===== src/rtl/controle_memoria_if.sv =====
`default_nettype none
// +--------------------------------------------------------------------------+
// | controle_memoria_if : command handshake and register-file bus  (rev 1.0) |
// +--------------------------------------------------------------------------+
interface controle_memoria_if #(
  parameter int LARGURA  = 16,
  parameter int ENDERECO = 4
);
  logic                cmd_valid;
  logic                cmd_ready;
  logic [2:0]          opcode;
  logic [ENDERECO-1:0] rd;
  logic [ENDERECO-1:0] rs1;
  logic [ENDERECO-1:0] rs2;
  logic [LARGURA-1:0]  imediato;
  logic [ENDERECO-1:0] mem_endereco_reg1;
  logic [ENDERECO-1:0] mem_endereco_reg2;
  logic [LARGURA-1:0]  mem_conteudo_reg1;
  logic [LARGURA-1:0]  mem_conteudo_reg2;
  logic [ENDERECO-1:0] mem_endereco_escrita;
  logic [LARGURA-1:0]  mem_conteudo_escrita;
  logic                mem_enable;
  logic                mem_clear;
  logic [LARGURA-1:0]  resultado;
  logic                overflow;
  logic                pronto;

  modport slave (
    input  cmd_valid, opcode, rd, rs1, rs2, imediato,
           mem_conteudo_reg1, mem_conteudo_reg2,
    output cmd_ready, mem_endereco_reg1, mem_endereco_reg2,
           mem_endereco_escrita, mem_conteudo_escrita, mem_enable, mem_clear,
           resultado, overflow, pronto
  );

  modport master (
    output cmd_valid, opcode, rd, rs1, rs2, imediato,
           mem_conteudo_reg1, mem_conteudo_reg2,
    input  cmd_ready, mem_endereco_reg1, mem_endereco_reg2,
           mem_endereco_escrita, mem_conteudo_escrita, mem_enable, mem_clear,
           resultado, overflow, pronto
  );
endinterface
`default_nettype wire


===== src/rtl/controle_memoria.sv =====
`default_nettype none
// +--------------------------------------------------------------------------+
// | controle_memoria : command sequencer for the register file     (rev 1.0) |
// +--------------------------------------------------------------------------+
module controle_memoria #(
  parameter int LARGURA  = 16,
  parameter int ENDERECO = 4
) (
  input  logic                clk,
  input  logic                ativar_clear_n,
  controle_memoria_if.slave   bus
);

  localparam logic [2:0] OP_LOAD    = 3'b000;
  localparam logic [2:0] OP_ADD     = 3'b001;
  localparam logic [2:0] OP_ADDI    = 3'b010;
  localparam logic [2:0] OP_SUB     = 3'b011;
  localparam logic [2:0] OP_SUBI    = 3'b100;
  localparam logic [2:0] OP_MUL     = 3'b101;
  localparam logic [2:0] OP_CLEAR   = 3'b110;
  localparam logic [2:0] OP_DISPLAY = 3'b111;

  typedef enum logic [2:0] {
    OCIOSO  = 3'd0,
    LEITURA = 3'd1,
    EXECUTA = 3'd2,
    ESCRITA = 3'd3,
    LIMPA   = 3'd4,
    FIM     = 3'd5
  } estado_t;

  estado_t             estado;
  estado_t             proximo;

  logic                aceite;
  logic [2:0]          op_q;
  logic [ENDERECO-1:0] rd_q;
  logic [LARGURA-1:0]  imm_q;
  logic [LARGURA-1:0]  op_a;
  logic [LARGURA-1:0]  op_b;
  logic                usa_imediato;

  logic [LARGURA:0]    soma;
  logic [LARGURA:0]    diferenca;
  logic [2*LARGURA-1:0] produto;
  logic [LARGURA-1:0]  alu_res;
  logic                alu_ov;

  assign bus.cmd_ready = (estado == OCIOSO);
  assign aceite        = bus.cmd_valid && (estado == OCIOSO);
  assign usa_imediato  = (op_q == OP_ADDI) || (op_q == OP_SUBI);

  always_ff @(posedge clk or negedge ativar_clear_n) begin
    if (!ativar_clear_n) begin
      estado <= OCIOSO;
    end else begin
      estado <= proximo;
    end
  end

  always_comb begin
    proximo = estado;
    case (estado)
      OCIOSO: begin
        if (aceite) begin
          proximo = (bus.opcode == OP_CLEAR) ? LIMPA : LEITURA;
        end
      end
      LEITURA: proximo = EXECUTA;
      EXECUTA: proximo = (op_q == OP_DISPLAY) ? FIM : ESCRITA;
      ESCRITA: proximo = FIM;
      LIMPA:   proximo = FIM;
      FIM:     proximo = OCIOSO;
      default: proximo = OCIOSO;
    endcase
  end

  // Carry and borrow fall out of the extra top bit of the widened sum/difference.
  always_comb begin
    soma      = {1'b0, op_a} + {1'b0, op_b};
    diferenca = {1'b0, op_a} - {1'b0, op_b};
    produto   = {{LARGURA{1'b0}}, op_a} * {{LARGURA{1'b0}}, op_b};
    alu_res   = bus.resultado;
    alu_ov    = bus.overflow;
    case (op_q)
      OP_LOAD: begin
        alu_res = imm_q;
        alu_ov  = 1'b0;
      end
      OP_ADD, OP_ADDI: begin
        alu_res = soma[LARGURA-1:0];
        alu_ov  = soma[LARGURA];
      end
      OP_SUB, OP_SUBI: begin
        alu_res = diferenca[LARGURA-1:0];
        alu_ov  = diferenca[LARGURA];
      end
      OP_MUL: begin
        alu_res = produto[LARGURA-1:0];
        alu_ov  = |produto[2*LARGURA-1:LARGURA];
      end
      OP_DISPLAY: begin
        alu_res = op_a;
      end
      default: begin
        alu_res = bus.resultado;
      end
    endcase
  end

  // Strobes are decoded from the next state so they come straight off flops.
  always_ff @(posedge clk or negedge ativar_clear_n) begin
    if (!ativar_clear_n) begin
      op_q                     <= '0;
      rd_q                     <= '0;
      imm_q                    <= '0;
      op_a                     <= '0;
      op_b                     <= '0;
      bus.mem_endereco_reg1    <= '0;
      bus.mem_endereco_reg2    <= '0;
      bus.mem_endereco_escrita <= '0;
      bus.mem_conteudo_escrita <= '0;
      bus.mem_enable           <= 1'b0;
      bus.mem_clear            <= 1'b0;
      bus.resultado            <= '0;
      bus.overflow             <= 1'b0;
      bus.pronto               <= 1'b0;
    end else begin
      bus.mem_enable <= (proximo == ESCRITA);
      bus.mem_clear  <= (proximo == LIMPA);
      bus.pronto     <= (proximo == FIM);

      if (aceite) begin
        op_q                  <= bus.opcode;
        rd_q                  <= bus.rd;
        imm_q                 <= bus.imediato;
        bus.mem_endereco_reg1 <= bus.rs1;
        bus.mem_endereco_reg2 <= bus.rs2;
      end

      if (estado == LEITURA) begin
        op_a <= bus.mem_conteudo_reg1;
        op_b <= usa_imediato ? imm_q : bus.mem_conteudo_reg2;
      end

      if (estado == EXECUTA) begin
        bus.resultado <= alu_res;
        bus.overflow  <= alu_ov;
        if (op_q != OP_DISPLAY) begin
          bus.mem_endereco_escrita <= rd_q;
          bus.mem_conteudo_escrita <= alu_res;
        end
      end

      if (estado == LIMPA) begin
        bus.overflow <= 1'b0;
      end
    end
  end

endmodule
`default_nettype wire


===== src/flat_wrapper.sv =====
// flat-port wrapper written by rule: the top's interface ports become plain ports
module controle_memoria_flat 
#(
  parameter int LARGURA  = 16,
  parameter int ENDERECO = 4
)
  (clk, ativar_clear_n, bus_cmd_valid, bus_opcode, bus_rd, bus_rs1, bus_rs2, bus_imediato, bus_mem_conteudo_reg1, bus_mem_conteudo_reg2, bus_cmd_ready, bus_mem_endereco_reg1, bus_mem_endereco_reg2, bus_mem_endereco_escrita, bus_mem_conteudo_escrita, bus_mem_enable, bus_mem_clear, bus_resultado, bus_overflow, bus_pronto);
  controle_memoria_if #(.LARGURA(LARGURA), .ENDERECO(ENDERECO)) bus_i ();
  input  logic clk;
  input  logic ativar_clear_n;
  input wire logic [$bits(bus_i.cmd_valid)-1:0] bus_cmd_valid;
  input wire logic [$bits(bus_i.opcode)-1:0] bus_opcode;
  input wire logic [$bits(bus_i.rd)-1:0] bus_rd;
  input wire logic [$bits(bus_i.rs1)-1:0] bus_rs1;
  input wire logic [$bits(bus_i.rs2)-1:0] bus_rs2;
  input wire logic [$bits(bus_i.imediato)-1:0] bus_imediato;
  input wire logic [$bits(bus_i.mem_conteudo_reg1)-1:0] bus_mem_conteudo_reg1;
  input wire logic [$bits(bus_i.mem_conteudo_reg2)-1:0] bus_mem_conteudo_reg2;
  output wire logic [$bits(bus_i.cmd_ready)-1:0] bus_cmd_ready;
  output wire logic [$bits(bus_i.mem_endereco_reg1)-1:0] bus_mem_endereco_reg1;
  output wire logic [$bits(bus_i.mem_endereco_reg2)-1:0] bus_mem_endereco_reg2;
  output wire logic [$bits(bus_i.mem_endereco_escrita)-1:0] bus_mem_endereco_escrita;
  output wire logic [$bits(bus_i.mem_conteudo_escrita)-1:0] bus_mem_conteudo_escrita;
  output wire logic [$bits(bus_i.mem_enable)-1:0] bus_mem_enable;
  output wire logic [$bits(bus_i.mem_clear)-1:0] bus_mem_clear;
  output wire logic [$bits(bus_i.resultado)-1:0] bus_resultado;
  output wire logic [$bits(bus_i.overflow)-1:0] bus_overflow;
  output wire logic [$bits(bus_i.pronto)-1:0] bus_pronto;
  assign bus_i.cmd_valid = bus_cmd_valid;
  assign bus_i.opcode = bus_opcode;
  assign bus_i.rd = bus_rd;
  assign bus_i.rs1 = bus_rs1;
  assign bus_i.rs2 = bus_rs2;
  assign bus_i.imediato = bus_imediato;
  assign bus_i.mem_conteudo_reg1 = bus_mem_conteudo_reg1;
  assign bus_i.mem_conteudo_reg2 = bus_mem_conteudo_reg2;
  assign bus_cmd_ready = bus_i.cmd_ready;
  assign bus_mem_endereco_reg1 = bus_i.mem_endereco_reg1;
  assign bus_mem_endereco_reg2 = bus_i.mem_endereco_reg2;
  assign bus_mem_endereco_escrita = bus_i.mem_endereco_escrita;
  assign bus_mem_conteudo_escrita = bus_i.mem_conteudo_escrita;
  assign bus_mem_enable = bus_i.mem_enable;
  assign bus_mem_clear = bus_i.mem_clear;
  assign bus_resultado = bus_i.resultado;
  assign bus_overflow = bus_i.overflow;
  assign bus_pronto = bus_i.pronto;
  controle_memoria #(.LARGURA(LARGURA), .ENDERECO(ENDERECO)) u_core (.clk(clk), .ativar_clear_n(ativar_clear_n), .bus(bus_i));
endmodule

===== config.mk =====
export PLATFORM = sky130hd
export DESIGN_NAME = controle_memoria_flat
export DESIGN_NICKNAME = d
export VERILOG_FILES = /design/src/rtl/controle_memoria_if.sv /design/src/rtl/controle_memoria.sv /design/src/flat_wrapper.sv
export SDC_FILE = /design/constraint.sdc
export NUM_CORES = 1
export LEC_CHECK = 0
export BUFFER_PORTS_ARGS = -buffer_cell sky130_fd_sc_hd__buf_2
export CAP_MARGIN = 20
export CORE_UTILIZATION = 40
export CTS_CLUSTER_SIZE = 30
export DETAILED_ROUTE_END_ITERATION = 16
export PLACE_DENSITY = 0.57
export SYNTH_ARGS = -nofsm -noshare
export SYNTH_HDL_FRONTEND = slang
export SYNTH_SLANG_ARGS = --single-unit

===== constraint.sdc =====
create_clock -name clk -period 6.5 [get_ports clk]
set_input_delay 1.3 -clock clk [delete_from_list [all_inputs] [get_ports clk]]
set_output_delay 1.3 -clock clk [all_outputs]
set_load 0.01 [all_outputs]

Word-level counts from Yosys, hierarchy flattened

Cells that the tools add are included.

Add/subtract/negate cells: 2
$mul: 1
Div/mod/pow operators: 0
$lt $le $gt $ge: 0
Equal/unequal tests: 15
Shift-type cells: 0
Mux-type cells: 9
Bitwise gates (word level): 0
Reductions and logical operators: 12

Operators with widths:

| cell                 | number |
|---|---|
| $pmux W16 S5         | 1 |
| $mul A16 B16 Y32     | 1 |
| $eq A3 B3 Y1 const B | 7 |
| $add A16 B16 Y17     | 1 |
| $sub A16 B16 Y17     | 1 |
| $mux W16             | 1 |
| $reduce_or A16 Y1    | 1 |
| $eq A3 B2 Y1 const B | 5 |
| $pmux W3 S4          | 1 |
| $mux W3              | 3 |
| $eq A3 B1 Y1 const B | 2 |
| $logic_not A3 Y1     | 2 |
| $reduce_or A2 Y1     | 3 |
| $reduce_bool A5 Y1   | 1 |
| $pmux W1 S4          | 1 |
| $reduce_and A2 Y1    | 2 |
| $ne A3 B3 Y1 const B | 1 |
| $mux W1              | 2 |
| $reduce_bool A2 Y1   | 1 |
| $logic_and A1 B1 Y1  | 1 |
| $logic_or A1 B1 Y1   | 1 |

Bits in registers: 106
Bits in latches: 0
Bits in writable memories: 0
Memory bits (read-only): 0
Input bits: 66
Output and inout bits: 49
Word-level logic and storage cells: 54
Memories kept: 0

Logic depth before layout (Yosys ltp)

Depth after elaboration: 5
Mapped depth: 24
Depth with buffers taken out: 23

Least setup slack after synthesis

OpenSTA, ideal clock, no wires.

Path type: register -> register
Start point: register u_core.op_b[1]
End point: register u_core.bus.overflow
Setup time: 0.132 ns
Arrival: 6.378 ns
Data required time: 6.368 ns
Slack: -0.009 ns
Cell stages (with the launch flop): 22
Path buffers: 1
Clock period less this slack: 6.509 ns
Path through: dfrtp_1 > clkbuf_1 > nand2_1 > fa_1 > fa_1 > fa_1 > fa_1 > inv_1 > fa_1 > inv_1 > fa_1 > inv_1 > ha_1 > nand2_1 > o21ai_1 > or3b_1 > and4_4 > or4b_4 > a2111oi_4 > nand4_1 > nor4_2 > a31oi_1

Cells in the longest elaborated chain, start to end: 5
Elaborated cells between the ends (all ways): 7
Classes of those cells: 2 x add/sub; 1 x mul; 3 x mux; 1 x reduce/logical

Ends and longest elaborated chain:

| element                  | line                      | source |
|---|---|---|
| start: declaration       | controle_memoria.sv:40    | `logic [LARGURA-1:0] op_b;` |
| start signal: assignment | controle_memoria.sv:143   | `op_b <= usa_imediato ? imm_q : bus.mem_conteudo_reg2;` |
| $mul A16 B16 Y32         | controle_memoria.sv:82    | `produto = {{LARGURA{1'b0}}, op_a} * {{LARGURA{1'b0}}, op_b};` |
| $reduce_or A16 Y1        | controle_memoria.sv:100   | `alu_ov = \|produto[2*LARGURA-1:LARGURA];` |
| $pmux W1 S4 *            | controle_memoria.sv:85    | `case (op_q)` |
| $mux W1 *                | controle_memoria.sv:146   | `if (estado == EXECUTA) begin` |
| $mux W1 *                | controle_memoria.sv:155   | `if (estado == LIMPA) begin` |
| end signal: assignment   | controle_memoria.sv:148   | `bus.overflow <= alu_ov;` |
| end: declaration         | controle_memoria_if.sv:33 | `resultado, overflow, pronto` |

Every way passes the cells marked *; elsewhere a longest branch is shown, timed or not. The select of a mux whose other input is x is not followed.
A chain may end at the register's enable or synchronous reset.

Final worst setup path

Start point: register u_core.op_a[5]
End point: register u_core.bus.overflow

Cells in the longest elaborated chain, start to end: 5
Elaborated cells between the ends (all ways): 7
Classes of those cells: 2 x add/sub; 1 x mul; 3 x mux; 1 x reduce/logical

Ends and longest elaborated chain:

| element                  | line                    | source |
|---|---|---|
| start: declaration       | controle_memoria.sv:39  | `logic [LARGURA-1:0] op_a;` |
| start signal: assignment | controle_memoria.sv:142 | `op_a <= bus.mem_conteudo_reg1;` |
| $mul A16 B16 Y32         | controle_memoria.sv:82  |  |
| $reduce_or A16 Y1        | controle_memoria.sv:100 |  |
| $pmux W1 S4 *            | controle_memoria.sv:85  |  |
| $mux W1 *                | controle_memoria.sv:146 |  |
| $mux W1 *                | controle_memoria.sv:155 |  |

Marked as above.

==> impl_metrics.env <==
export IMPL_r2r_start="u_core.op_a[5]"
export IMPL_root_buffer="clkbuf_16"
export IMPL_synthCells=1660
export IMPL_port_buffers=114
export IMPL_postCtsHoldBufs=0
export IMPL_grt_pass1_wl_mm=69.92
export IMPL_viasPerCell=5.433
export IMPL_core_area_mm2=0.03643
export IMPL_vias=12470
export IMPL_async_flop_share=1.000
export IMPL_max_freq_mhz=158.3
export IMPL_first_pass_iters=5
export IMPL_arrival_ps=6570
export IMPL_seqCellArea_mm2=0.002676
export IMPL_n_fill_cell=3611
export IMPL_synth_area_top_cells="fa_1, dfrtp_1, ha_1"
export IMPL_io_pins=115
export IMPL_place_gp_congestion=0.9347
export IMPL_critPathLaunch="u_core.op_a[5]"
export IMPL_status="completed"
export IMPL_synth_top_area_cell="fa_1"
export IMPL_die_y_um=194.2
export IMPL_cts_buffer_depth=2
export IMPL_synth_seq_cells=106
export IMPL_start_util=0.4055
export IMPL_htree_levels=3
export IMPL_tightestPinTransition_ps=1165
export IMPL_drt_initial_drc_count=965
export IMPL_nets=2220
export IMPL_hp_class="reg2reg"
export IMPL_final_hold_viol_count=0
export IMPL_hp_start="u_core.rd_q[0]"
export IMPL_rsz0062_at_grt="true"
export IMPL_end_kind="flip-flop"
export IMPL_period_minus_slack_ps=6318
export IMPL_synth_fp_nets=2058
export IMPL_synth_most_common_cell="inv_1"
export IMPL_die_area_mm2=0.03770
export IMPL_antenna_found_initial=2
export IMPL_num_rows=70
export IMPL_critPathKind="reg2reg"
export IMPL_grt_max_degree=72
export IMPL_worstPathMaxFanout=5
export IMPL_routed_wirelength_mm=44.26
export IMPL_synth_yosys_seq_area_share=0.1796
export IMPL_yosysWarnings=0
export IMPL_setup_violations=0
export IMPL_clk_pin_slew_ps=90
export IMPL_clk_latency_ps=370
export IMPL_synth_edff_count=0
export IMPL_grt_usage=0.2397
export IMPL_synth_top_cell_area_share=0.2656
export IMPL_die_w_um=194.2
export IMPL_r2r_slack_ps=180
export IMPL_cts_sinks=106
export IMPL_syn_area_per_cell_um2=8.899
export IMPL_cts_buffers=9
export IMPL_synthFlopType="dfrtp_1"
export IMPL_critPathRequiredTime_ps=6760
export IMPL_ys_top_cells_by_count="inv_1, nand2_1, fa_1"
export IMPL_slew_violations=0
export IMPL_totalNegativeSetupSlack_ps=0
export IMPL_grt_remaining_overflow=0
export IMPL_maxCapViolations=0
export IMPL_final_antenna_net_count=0
export IMPL_drive_gt1_frac=0.1965
export IMPL_syn_to_final_growth_pct=14.90
export IMPL_multi_input_comb_area_mm2=0.01096
export IMPL_ys_types=77
export IMPL_avgRoutedWirePerCell_um=19.28
export IMPL_drc_errors=0
export IMPL_n_antenna_cell=0
export IMPL_finalCritPeriodShare=0.9720
export IMPL_grt_pass1_vias=12350
export IMPL_maxSlewHeadroom=0.2182
export IMPL_dp_hpwl_mm=36.71
export IMPL_cts_tree="done"
export IMPL_netlist_area_mm2=0.01477
export IMPL_finClkSkew_ps=19.20
export IMPL_worstSetupStartpointType="flip-flop"
[layout by cell type (no fill, tap or decap), types with 12 or more instances in the layout]
cell	count
nand2b_1	14
nor2_1	87
dfrtp_2	19
o21ai_0	87
inv_1	238
fa_1	194
buf_2	113
a21o_1	14
mux2_2	48
nand3_1	15
and2_1	95
dfrtp_1	87
a21oi_1	74
a31oi_1	17
mux2i_1	19
buf_4	106
xnor2_1	13
o211ai_1	12
ha_1	133
nand2_1	222
nor3_1	18
[cell families after synthesis]
logic type | share of synthesized area
and+or+nand+nor | 0.1613
adders and majority gates | 0.3808
buffers and inverters | 0.08368
AOI/OAI and AO/OA | 0.1321
DFF | 0.1796
muxes | 0.04946
xor gates and xnor gates | 0.01304
[worst paths after layout]
path                       cells past startpoint                                 end
setup / recovery                              21                 u_core.bus.overflow
hold / removal                                 2  u_core.bus.mem_endereco_escrita[0]
setup reg to reg                              21                 u_core.bus.overflow
hold reg to reg                                2  u_core.bus.mem_endereco_escrita[0]
max in group asynchronous                      2                     u_core.op_a[12]
min in group asynchronous                      1  u_core.bus.mem_conteudo_escrita[5]
[worst max-delay path: stages (launching register included)]
cell and delay, ps:
dfrtp_2 460, and2_4 180, fa_1 550, inv_2 40, fa_1 550, fa_1 440, fa_1 510, inv_1 50
fa_1 490, inv_2 40, fa_1 530, inv_2 50, ha_4 260, nand2_2 50, o21ai_2 170, or3b_4 430
and4_4 200, or4b_4 490, a2111oi_4 290, nand4_1 160, nor4_2 170, a31oi_1 110
[timing repair]
item,CTS,global route
cloned,0,0
pin swaps,0,28
endpoints found under the setup margin,1,3
gates resized for setup,4,45
buffers inserted,0,4
[through the flow]
| step | instance area [um^2] | utilization | std cells | hold slack, ps | setup slack [ps] |
|---|---|---|---|---|---|
| after floorplan | 14770 | - | 1660 | 434.8 | 57.97 |
| after global placement | 16490 | 0.4526 | 2273 | 441.4 | 30.04 |
| after detailed placement | 16500 | 0.4528 | 2274 | 446.6 | -61.39 |
| after CTS | 16820 | 0.4616 | 2290 | 470.3 | 3.487 |
| after global routing | 16970 | 0.4659 | 2295 | 492.9 | -11.85 |
| final | 16970 | 0.4659 | 2295 | 469.3 | 181.8 |
[sequential cells by signal, summed over array words and instances, names as in the netlist]
signal	cells
u_core.bus.mem_clear	1
u_core.bus.mem_conteudo_escrita	16
u_core.bus.mem_enable	1
u_core.bus.mem_endereco_escrita	4
u_core.bus.mem_endereco_reg1	4
u_core.bus.mem_endereco_reg2	4
u_core.bus.overflow	1
u_core.bus.pronto	1
u_core.bus.resultado	16
u_core.estado	3
u_core.imm_q	16
u_core.op_a	16
u_core.op_b	16
u_core.op_q	3
u_core.rd_q	4
[per-layer routing]
metal  wire [um]  global-route usage  part of all wire
met1       20410              0.3468              0.46
met2       20000              0.3722              0.45
met3        2399             0.03270             0.054
met4        1430             0.07143             0.032
met5          13                   0           0.00029
[layout make-up]
type / instances / share of cell area
inverter: 243 / 0.05374
timing repair buffer: 230 / 0.08978
sequential: 106 / 0.1577
tap: 468 / 0.03450
clock inverter: 7 / 0.005086
clock buffer: 9 / 0.01327
multi-input combinational: 1232 / 0.6460
Power is not shown: default switching activity piles up to over one toggle a cycle in this logic, so the estimate is an artifact.
